**src/rtl/divider_pkg.sv**
```systemverilog
// Shared widths and FSM state encoding for the 13-bit by 8-bit restoring divider.
package divider_pkg;

   localparam int unsigned N_W   = 13;             // dividend / quotient width, iteration count
   localparam int unsigned D_W   = 8;              // divisor / remainder width
   localparam int unsigned A_W   = 5;              // narrow-quotient width used by the overflow flag
   localparam int unsigned CNT_W = $clog2(N_W + 1);

   typedef enum logic [1:0] {
      ST_IDLE,
      ST_CALC,
      ST_DONE
   } state_t;

endpackage

```
**src/rtl/div_step.sv**
```systemverilog
// One combinational restoring-division iteration.
//   p_in     : partial remainder (D_W+1 bits)
//   q_in     : quotient / dividend shift register (N_W bits)
//   divisor  : divisor (D_W bits)
//   p_next   : partial remainder after shift and trial subtract/restore
//   q_next   : shift register with the new quotient bit in bit 0
module div_step
   import divider_pkg::*;
(
   input  logic [D_W:0]   p_in,
   input  logic [N_W-1:0] q_in,
   input  logic [D_W-1:0] divisor,
   output logic [D_W:0]   p_next,
   output logic [N_W-1:0] q_next
);

   logic [D_W+1:0] shifted;
   logic           fits;

   // {P,Q} << 1: the dividend MSB moves into the partial remainder.
   assign shifted = {p_in, q_in[N_W-1]};
   // Trial subtract succeeds when the shifted remainder is at least the divisor.
   assign fits    = (shifted >= {2'b00, divisor});

   always_comb begin
      p_next = shifted[D_W:0];
      q_next = {q_in[N_W-2:0], 1'b0};
      if (fits) begin
         p_next = shifted[D_W:0] - {1'b0, divisor};
         q_next = {q_in[N_W-2:0], 1'b1};
      end
   end

endmodule

```
**src/rtl/divider_13bits_8bits.sv**
```systemverilog
// Sequential unsigned restoring divider, one quotient bit per clock,
// valid/ready handshake on both sides. dividend = q_num*b_num + r_num.
//   clk, rst_n          : clock, async active-low reset
//   in_valid / in_ready : operand handshake (dividend, b_num)
//   out_valid/out_ready : result handshake (q_num, r_num, dz_flag, ovf_flag)
//   dz_flag             : divisor was zero (q_num all ones, r_num zero)
//   ovf_flag            : quotient does not fit in A_W bits
module divider_13bits_8bits
   import divider_pkg::*;
(
   input  logic           clk,
   input  logic           rst_n,
   input  logic           in_valid,
   output logic           in_ready,
   input  logic [N_W-1:0] dividend,
   input  logic [D_W-1:0] b_num,
   output logic           out_valid,
   input  logic           out_ready,
   output logic [N_W-1:0] q_num,
   output logic [D_W-1:0] r_num,
   output logic           dz_flag,
   output logic           ovf_flag
);

   state_t         state,     state_nxt;
   logic [D_W:0]   p_reg,     p_nxt;
   logic [N_W-1:0] q_reg,     q_nxt;
   logic [D_W-1:0] d_reg,     d_nxt;
   logic [CNT_W-1:0] cnt,     cnt_nxt;
   logic [N_W-1:0] q_num_nxt;
   logic [D_W-1:0] r_num_nxt;
   logic           dz_nxt;
   logic           ovf_nxt;

   logic [D_W:0]   step_p;
   logic [N_W-1:0] step_q;

   div_step u_step (
      .p_in    (p_reg),
      .q_in    (q_reg),
      .divisor (d_reg),
      .p_next  (step_p),
      .q_next  (step_q)
   );

   // Next-state, datapath and result logic.
   always_comb begin
      state_nxt = state;
      p_nxt     = p_reg;
      q_nxt     = q_reg;
      d_nxt     = d_reg;
      cnt_nxt   = cnt;
      q_num_nxt = q_num;
      r_num_nxt = r_num;
      dz_nxt    = dz_flag;
      ovf_nxt   = ovf_flag;

      unique case (state)
         ST_IDLE: begin
            if (in_valid) begin
               q_nxt   = dividend;
               d_nxt   = b_num;
               p_nxt   = '0;
               cnt_nxt = '0;
               if (b_num == '0) begin
                  // Divide-by-zero short-circuits straight to the result.
                  state_nxt = ST_DONE;
                  q_num_nxt = '1;
                  r_num_nxt = '0;
                  dz_nxt    = 1'b1;
                  ovf_nxt   = 1'b1;
               end else begin
                  state_nxt = ST_CALC;
               end
            end
         end

         ST_CALC: begin
            p_nxt   = step_p;
            q_nxt   = step_q;
            cnt_nxt = cnt + CNT_W'(1);
            // Last iteration: publish the result straight from the step output.
            if (cnt == CNT_W'(N_W - 1)) begin
               state_nxt = ST_DONE;
               q_num_nxt = step_q;
               r_num_nxt = step_p[D_W-1:0];
               dz_nxt    = 1'b0;
               ovf_nxt   = |step_q[N_W-1:A_W];
            end
         end

         ST_DONE: begin
            if (out_ready) begin
               state_nxt = ST_IDLE;
            end
         end

         default: begin
            state_nxt = ST_IDLE;
         end
      endcase
   end

   // State register.
   always_ff @(posedge clk or negedge rst_n) begin
      if (!rst_n) begin
         state <= ST_IDLE;
      end else begin
         state <= state_nxt;
      end
   end

   // Datapath and registered outputs; handshake flags track the next state.
   always_ff @(posedge clk or negedge rst_n) begin
      if (!rst_n) begin
         p_reg     <= '0;
         q_reg     <= '0;
         d_reg     <= '0;
         cnt       <= '0;
         q_num     <= '0;
         r_num     <= '0;
         dz_flag   <= 1'b0;
         ovf_flag  <= 1'b0;
         in_ready  <= 1'b1;
         out_valid <= 1'b0;
      end else begin
         p_reg     <= p_nxt;
         q_reg     <= q_nxt;
         d_reg     <= d_nxt;
         cnt       <= cnt_nxt;
         q_num     <= q_num_nxt;
         r_num     <= r_num_nxt;
         dz_flag   <= dz_nxt;
         ovf_flag  <= ovf_nxt;
         in_ready  <= (state_nxt == ST_IDLE);
         out_valid <= (state_nxt == ST_DONE);
      end
   end

endmodule

```
**config.mk**
```make
export PLATFORM = sky130hd
export DESIGN_NAME = divider_13bits_8bits
export DESIGN_NICKNAME = d
export VERILOG_FILES = /design/src/rtl/divider_pkg.sv /design/src/rtl/div_step.sv /design/src/rtl/divider_13bits_8bits.sv
export SDC_FILE = /design/constraint.sdc
export NUM_CORES = 1
export LEC_CHECK = 0
export ABC_AREA = 1
export BUFFER_PORTS_ARGS = -buffer_cell sky130_fd_sc_hd__buf_2
export CORE_MARGIN = 2
export CORE_UTILIZATION = 46
export DETAILED_ROUTE_END_ITERATION = 8
export PLACE_DENSITY = 0.67
export SKIP_CTS_REPAIR_TIMING = 1
export SLEW_MARGIN = 20
export SYNTH_ARGS = -nofsm -noshare
export SYNTH_HDL_FRONTEND = slang
export SYNTH_SLANG_ARGS = --single-unit
```
**constraint.sdc**
```tcl
create_clock -name clk -period 4.75 [get_ports clk]
set_input_delay 0 -clock clk [delete_from_list [all_inputs] [get_ports clk]]
set_output_delay 0 -clock clk [all_outputs]
set_load 0.01 [all_outputs]
```
==> impl_summary.md, run 1 <==
Floorplanning
The die covers 7580 um2. The number of standard-cell rows in the floorplan is 30. The initial cell density of the core is 47.2%. The core region is 6720 um2.

From left edge to right edge, the die measures 87.1 um. For this design the top-level I/O count stands at 50. The die outline height is 87.1 um.

Place
The post-placement worst setup slack is 2.53 ns. Once detailed placement completed, the half-perimeter wirelength came to 4910 um. The congestion estimate from routability-driven global placement came to 0.838. The number of port buffers is 49.

Critical path
The required time of the worst setup path is 4.96 ns. In this run the worst path has a maximum fanout of 31. The category of the critical setup timing path is register to register.

Data on the critical path arrives at its endpoint at 2.42 ns. The endpoint class of the critical path is a register. The worst setup path is launched from a register.

STA
The number of hold violations in the final report is 3. The share of the clock period used by the worst path is 46.5%. Setup violations remaining at the end of the flow were counted as 0. The transition time at the pin with the least slew margin is 0.771 ns. Setup repair after global routing left no endpoint under its margin. Adding up every negative setup slack in the final design gives 0 ns.

The maximum clock frequency is 0.453 GHz. For the finished layout, the period the worst path requires is 2.21 ns. Across the routed clock network, the largest skew measured is 0.00833 ns. The final hold slack is -0.0378 ns.

The relative slew slack is 48.6%. The final count of pins violating max slew is 0. After layout, the worst setup slack is 2.54 ns.

Status
The checks that failed: hold timing. The flow ran to the end, but the final reports show violations.

Route
The total wire length after detailed routing is 6920 um. The detail route stage leaves a number of antenna-violating nets equal to 0. Summing over every cut layer, the via total after detailed routing is 2574.

In this run, the number of DRC markers left after iteration 0 of detailed routing was 95. After detailed routing, the average wire length per cell comes to 13.7 um. Using the TritonRoute via totals, the vias-per-cell ratio works out to 5.10. For this run, the detailed router's first-pass iteration total came to 5.

In the routed design, unresolved DRC markers number 0.

Logic synthesis
The synthesis-stage register bit count is 61. The Yosys step of the flow raised 0 warnings. The share of the yosys chip area belonging to registers is 48.1%.

The cell area that synthesis handed to floorplanning was 3170 um2. The count of unique library cells instantiated by Yosys is 35. A synthesized cell averages 8.79 um2.

The net count after synthesis is 397. Synthesis produced 361 cells.

Global route
The first global-routing pass estimated 11800 um of wire. The largest net degree at the start of global routing is 62. The number of global-route vias before repair is 2441. Global routing consumed, over all layers together, 20.0% of the routing resources. The initial antenna violation count was 0.

The met1 usage is 27.6%. The global routing stage identified its most utilized layer as met2. For this run the aggregate overflow at the end of global routing stands at 0. The met2 global-route usage is 31.6%. For this run, global-route usage on met3 was measured as 5.02%.

CTS
Clock-pin slew was measured on the worst setup and hold paths at 0.07 ns. The number of buffers created by CTS is 9. The clock tree root buffer cell is clkbuf_8. The number of sinks driven by the clock tree is 61. The number of H-tree branching levels is 3. The clock reaches the later pin of the worst-skew pair after 0.33 ns. The clock passes through at most 2 buffers. The CTS tree is built.

Power and ir drop
VDD sags by at most 0.467 mV. For this design the static power due to leakage is 0.00187 uW. Dividing total power by cell area gives a power density of 797 nW/um2. Summing internal, switching and leakage power gives 2950 uW.

Layout
In the final layout, the multi-input gates occupy 1360 um2. The repair_antennas step left the layout with diodes totalling 0. Cells with a size suffix above 1 make up 23.3% of the layout.

Across the whole layout, storage elements account for 1530 um2. At the end of the flow, the number of nets in the layout was 456. From synthesis to final layout, the design area changed by 16.6%. In the layout the commonest cells are 96 x nand2_1, 60 x dfrtp_1, 49 x buf_2. The total of fill cells in the finished design is 645.

The library cell used most frequently in the layout, excluding fill and tap cells, is nand2_1.

Flow run
The tool flagged a number of max-cap violations equal to 0.

Min path
The path class of the tightest hold or removal check is input port to register.
-- worst paths after layout --
check | from | endpoint | slack [ns] | cells after the start
worst max-delay path | state[1] | q_num[3] | 2.54 | 8
worst min-delay path | dividend[2] | q_reg[2] | -0.04 | 3
worst max register to register | state[1] | q_num[3] | 2.54 | 8
worst min register to register | r_num[1] | r_num[1] | 0.48 | 2
max in group asynchronous | rst_n | p_reg[1] | 3.87 | 3
min in group asynchronous | rst_n | q_num[6] | 0.35 | 3
-- metrics by stage --
step | hold WS, ns | instances | util, % | instance area [um2]
floorplan | -0.296 | 361 | - | 3170
global placement | 0.207 | 478 | 50.8 | 3410
detailed placement | 0.207 | 478 | 50.8 | 3410
CTS | -0.154 | 494 | 53.4 | 3590
global route | 0.00457 | 505 | 55.0 | 3700
finish | -0.0378 | 505 | 55.0 | 3700
-- cell families after synthesis --
| kind of cell | synth area share (%) |
|---|---|
| xor gates and xnor gates | 1.38 |
| and+or+nand+nor | 24.4 |
| buffers and inverters | 8.99 |
| DFF | 48.1 |
| AOI/OAI and AO/OA | 12.5 |
| adders and majority gates | 4.57 |
-- critical path, cell delays in order (launching register included) --
cell,delay [ns]
dfrtp_1,0.41
inv_2,0.12
nand2_4,0.12
nor2_4,0.43
nand2_2,0.12
nand2_2,0.46
inv_2,0.25
nand2_1,0.10
o21ai_0,0.07
-- Yosys cell counts --
library cell  instances  area, um2
dfrtp_1              60       1500
o211ai_1              2       15.0
a21oi_1               9       45.0
buf_2                 4       20.0
nand2_2               8       50.1
inv_2                 3       11.3
ha_1                 10        125
a221oi_1              2       17.5
nand2_4               3       33.8
inv_6                 1       8.76
xnor2_1               2       17.5
nand3_1              16       80.1
a221oi_2              5       75.1
buf_12                1       20.0
buf_4                 5       37.5
inv_1                41        154
nand3_2               3       30.0
a21oi_2               3       26.3
fa_1                  1       20.0
dfstp_2               1       26.3
nor2_2                3       18.8
nor3_1                7       35.0
a31oi_1              10       62.6
o21ai_1               8       40.0
nor2_8                2       40.0
nor2_1               26       97.6
buf_6                 3       33.8
o21ai_0              12       60.1
xor2_1                3       26.3
nand2_1              96        360
nor2_4                1       11.3
or2_1                 1       6.26
o21ai_2               4       35.0
nor4_1                2       12.5
o22ai_1               3       18.8
-- report_power, final --
group	internal (uW)	leakage [uW]	switching, uW
sequential	774	0.000716	153
clock	219	0.0000840	189
combinational	600	0.00107	1010
total	1590	0.00187	1360
-- metal layers --
layer,vias up,wire (um)
met5,-,0
met4,0,31
met3,2,304
met2,60,3350
met1,1222,3240
li1,1290,-
-- final cells by class --
type	count	area share (%)
sequential	61	41.3
timing repair buffer	61	9.81
inverter	45	4.70
clock buffer	15	4.50
tap	80	2.71
clock inverter	1	0.203
multi-input combinational	242	36.8
(Power assumes the default switching activity.)
==> run 2, diff against run 1 <==
==> constraint.sdc (replaced) <==
create_clock -name clk -period 2.05 [get_ports clk]
set_input_delay 0 -clock clk [delete_from_list [all_inputs] [get_ports clk]]
set_output_delay 0 -clock clk [all_outputs]
set_load 0.01 [all_outputs]
==> run 2 against run 1 <==
  * The run now ends clean
  * Hold slack improved by 0.043 ns
  * Sequential share of layout area decreased by 1.6 points
  * Fmax increased by 17%
  * Combinational power increased by 140%
  * Global-route usage increased by 0.31 points
  * First-iteration DRC count increased by 46%
  * Core utilization increased by 2.3 points
  * Non-clock buffer count increased by 8
  * Total power increased by 150%
  * Routed wire length increased by 3.8%
  * Largest cell class unchanged
  * Highest routed layer unchanged
==> impl_summary.md, run 2 (synthesized netlist as in run 1, its figures left out) <==
Route
The detailed-router iteration count before antenna repair came to 4 (-1). The via count was 2616 (+1.6%). The total wire length after detailed routing is 7180 um (+3.8%). The detailed-route vias per instance is 5.09 (-0.15%). The post-route antenna net violation count is 0 (unchanged). The count of routing violations after the opening detailed-route iteration is 139 (+46%). The average wire per standard cell is 14.0 um (+2.0%). The DRC violation count after routing is 0 (unchanged).

Critical path
The category of the critical setup timing path is register to register. The biggest fanout along the worst timing path is 8 (-74%). The count of cells along the worst register-to-register path is 14 (+6). The reg2reg setup slack came to 0.16 ns (-2.38 ns). In this run the critical register-to-register path is launched from q_reg[12]. The required time of the worst setup path is 2.32 ns (-2.64 ns).

In this run the critical register-to-register path is captured at r_num[7]. The data arrival at the endpoint of the critical path is 2.16 ns (-0.26 ns). The endpoint class of the critical path is a register. The startpoint type of the worst setup path is a register.

STA
The final setup TNS is 0 ns (unchanged). The minimum setup slack in the final design is 0.160 ns (-2.38 ns). The share of the clock period used by the worst path was 92.2% (+46 points). The transition time at the pin with the least slew margin is 0.794 ns (+0.0227 ns). The worst clock skew was 0.00722 ns (-0.00111 ns).

The final setup violation count is 0 (unchanged). The maximum clock frequency is 0.529 GHz (+17%). The clock period minus final worst setup slack is 1.89 ns (-0.319 ns). The number of hold violations in the final report is 0 (-3). The relative slew slack is 47.1% (-1.5 points).

The final count of pins violating max slew came to 0 (unchanged).

Place
The post-placement worst setup slack was 0.0466 ns (-2.49 ns). The number of instances in the placed design was 483 (+1.0%). The placed wire-length estimate after detailed placement is 5010 um (+2.1%). The number of port buffers is 49 (unchanged). The final RePlAce weighted congestion is 0.821 (-2.1%).

Floorplanning
The number of standard-cell rows in the floorplan is 30 (unchanged). The die width came to 87.1 um (unchanged). The initial cell density of the core is 47.2% (unchanged). The area enclosed by the die boundary came to 7580 um2 (unchanged). The number of top-level design ports is 50 (unchanged). The core box area is 6720 um2 (unchanged). The die outline height is 87.1 um (unchanged).

Layout
The total number of nets in the final design was 465 (+2.0%). In the layout the commonest cells are 96 x nand2_1, 60 x dfrtp_1, 49 x buf_2. The count of inserted antenna diode cells is 0 (unchanged). The most common cell after layout, fill and taps aside is nand2_1. The post-layout instance count excluding filler cells came to 514 (+1.8%). The final cell utilization of the core is 57.3% (+2.3 points). The signed area change from the synthesized netlist to the final layout is 21.3%. The fraction of layout cells with a size suffix above 1 was 25.8% (+2.5 points).

Global route
The largest net degree at the start of global routing is 62 (unchanged). The wire length of the first global-routing pass is 11800 um (+0.35%). The remaining global-route overflow is 0 (unchanged). The global-route usage over all layers is 20.3% (+0.31 points).

The initial antenna violation count is 0 (unchanged). The number of global-route vias before repair was 2520 (+3.2%).

CTS
The clock tree root buffer cell is clkbuf_8. The deepest clock path buffer count came to 2 (unchanged). The clock latency at the later pin of the worst-skew pair came to 0.33 ns (about the same). The number of sinks driven by the clock tree came to 61 (unchanged). The CTS tree is built. The number of buffers created by CTS is 9 (unchanged). The clock slew seen by the registers of the worst setup and hold paths is 0.07 ns (about the same). The number of H-tree branching levels came to 3 (unchanged).

Power and ir drop
The leakage component of the power is 0.00194 uW (+3.9%). The power density over cell area was 1900 nW/um2 (+140%). The peak ir drop on the vdd network is 0.928 mV (+99%).

The overall power is 7320 uW (+150%).

Min path
In this run the most critical hold path is launched from dividend[9]. The number of cells on the worst hold path is 3 (unchanged). The kind of path behind the tightest hold check is input port to register. The worst hold path terminates at q_reg[9].

Status
The run finished with clean final reports.

Flow run
The total of max-cap violations was 0 (unchanged).
==> run 2: cell types whose count changed in the layout (fill, tap and decap cells not counted) <==
cell / change
ha_2: +1
nor2_2: -1
fa_2: +1
nor2_4: +2
bufinv_16: +2
clkbuf_1: -4
buf_4: +5
clkinv_2: +1
inv_6: +1
dlygate4sd3_1: +3
fa_1: -1
o21ai_0: -1
ha_1: -1
o21ai_2: +1
==> run 2: per-stage QoR <==
stage / hold slack [ns] / cell area, um2
final: 0.00541 / 3850
after global routing: 0.0254 / 3850
after CTS: -0.144 / 3680
after detailed placement: 0.214 / 3450
after global placement: 0.205 / 3450
after floorplan: -0.296 / 3170
==> run 2: where the power goes <==
| part | internal (uW) | switching (uW) |
|---|---|---|
| Sequential | 1790 | 353 |
| Clock | 753 | 484 |
| Combinational | 1480 | 2460 |
==> run 2: cell type report <==
type | count | area [um2]
clock buffer | 11 | 151
sequential | 61 | 1530
timing repair buffer | 69 | 430
tap | 80 | 100
multi-input combinational | 243 | 1390
inverter | 45 | 174
clock inverter | 5 | 81.3
fill | 618 | 2870
==> run 2: how the worst max path moves through the flow <==
stage / endpoint / startpoint / slack [ns] / cells past startpoint
after floorplan: r_num[4] / q_reg[12] / 0.20 / 14
after global placement: r_num[7] / q_reg[12] / 0.13 / 14
after detailed placement: r_num[0] / q_reg[12] / 0.05 / 12
after CTS: r_num[0] / q_reg[12] / 0.007 / 12
after global routing: r_num[5] / q_reg[12] / -0.005 / 14
final: r_num[7] / q_reg[12] / 0.16 / 14
==> run 2: critical path, cell delays in order (launching register included) <==
cell and delay (ns):
dfrtp_1 0.35, inv_1 0.07, ha_2 0.20, fa_2 0.35, inv_1 0.06, nand3_1 0.07
nand2_2 0.11, nand2_2 0.07, nand2_4 0.11, nor2_8 0.08, nor2_4 0.11, nand2_1 0.08
nand2_1 0.06, nand2_1 0.05, nand2_1 0.06
==> run 2: layer usage <==
metal | vias up | GRT usage [%] | wire, um
li1 | 1311 | - | -
met5 | - | 0 | 0
met1 | 1235 | 26.2 | 3200
met4 | 0 | 8.38 | 129
met2 | 59 | 33.7 | 3600
met3 | 11 | 3.89 | 249
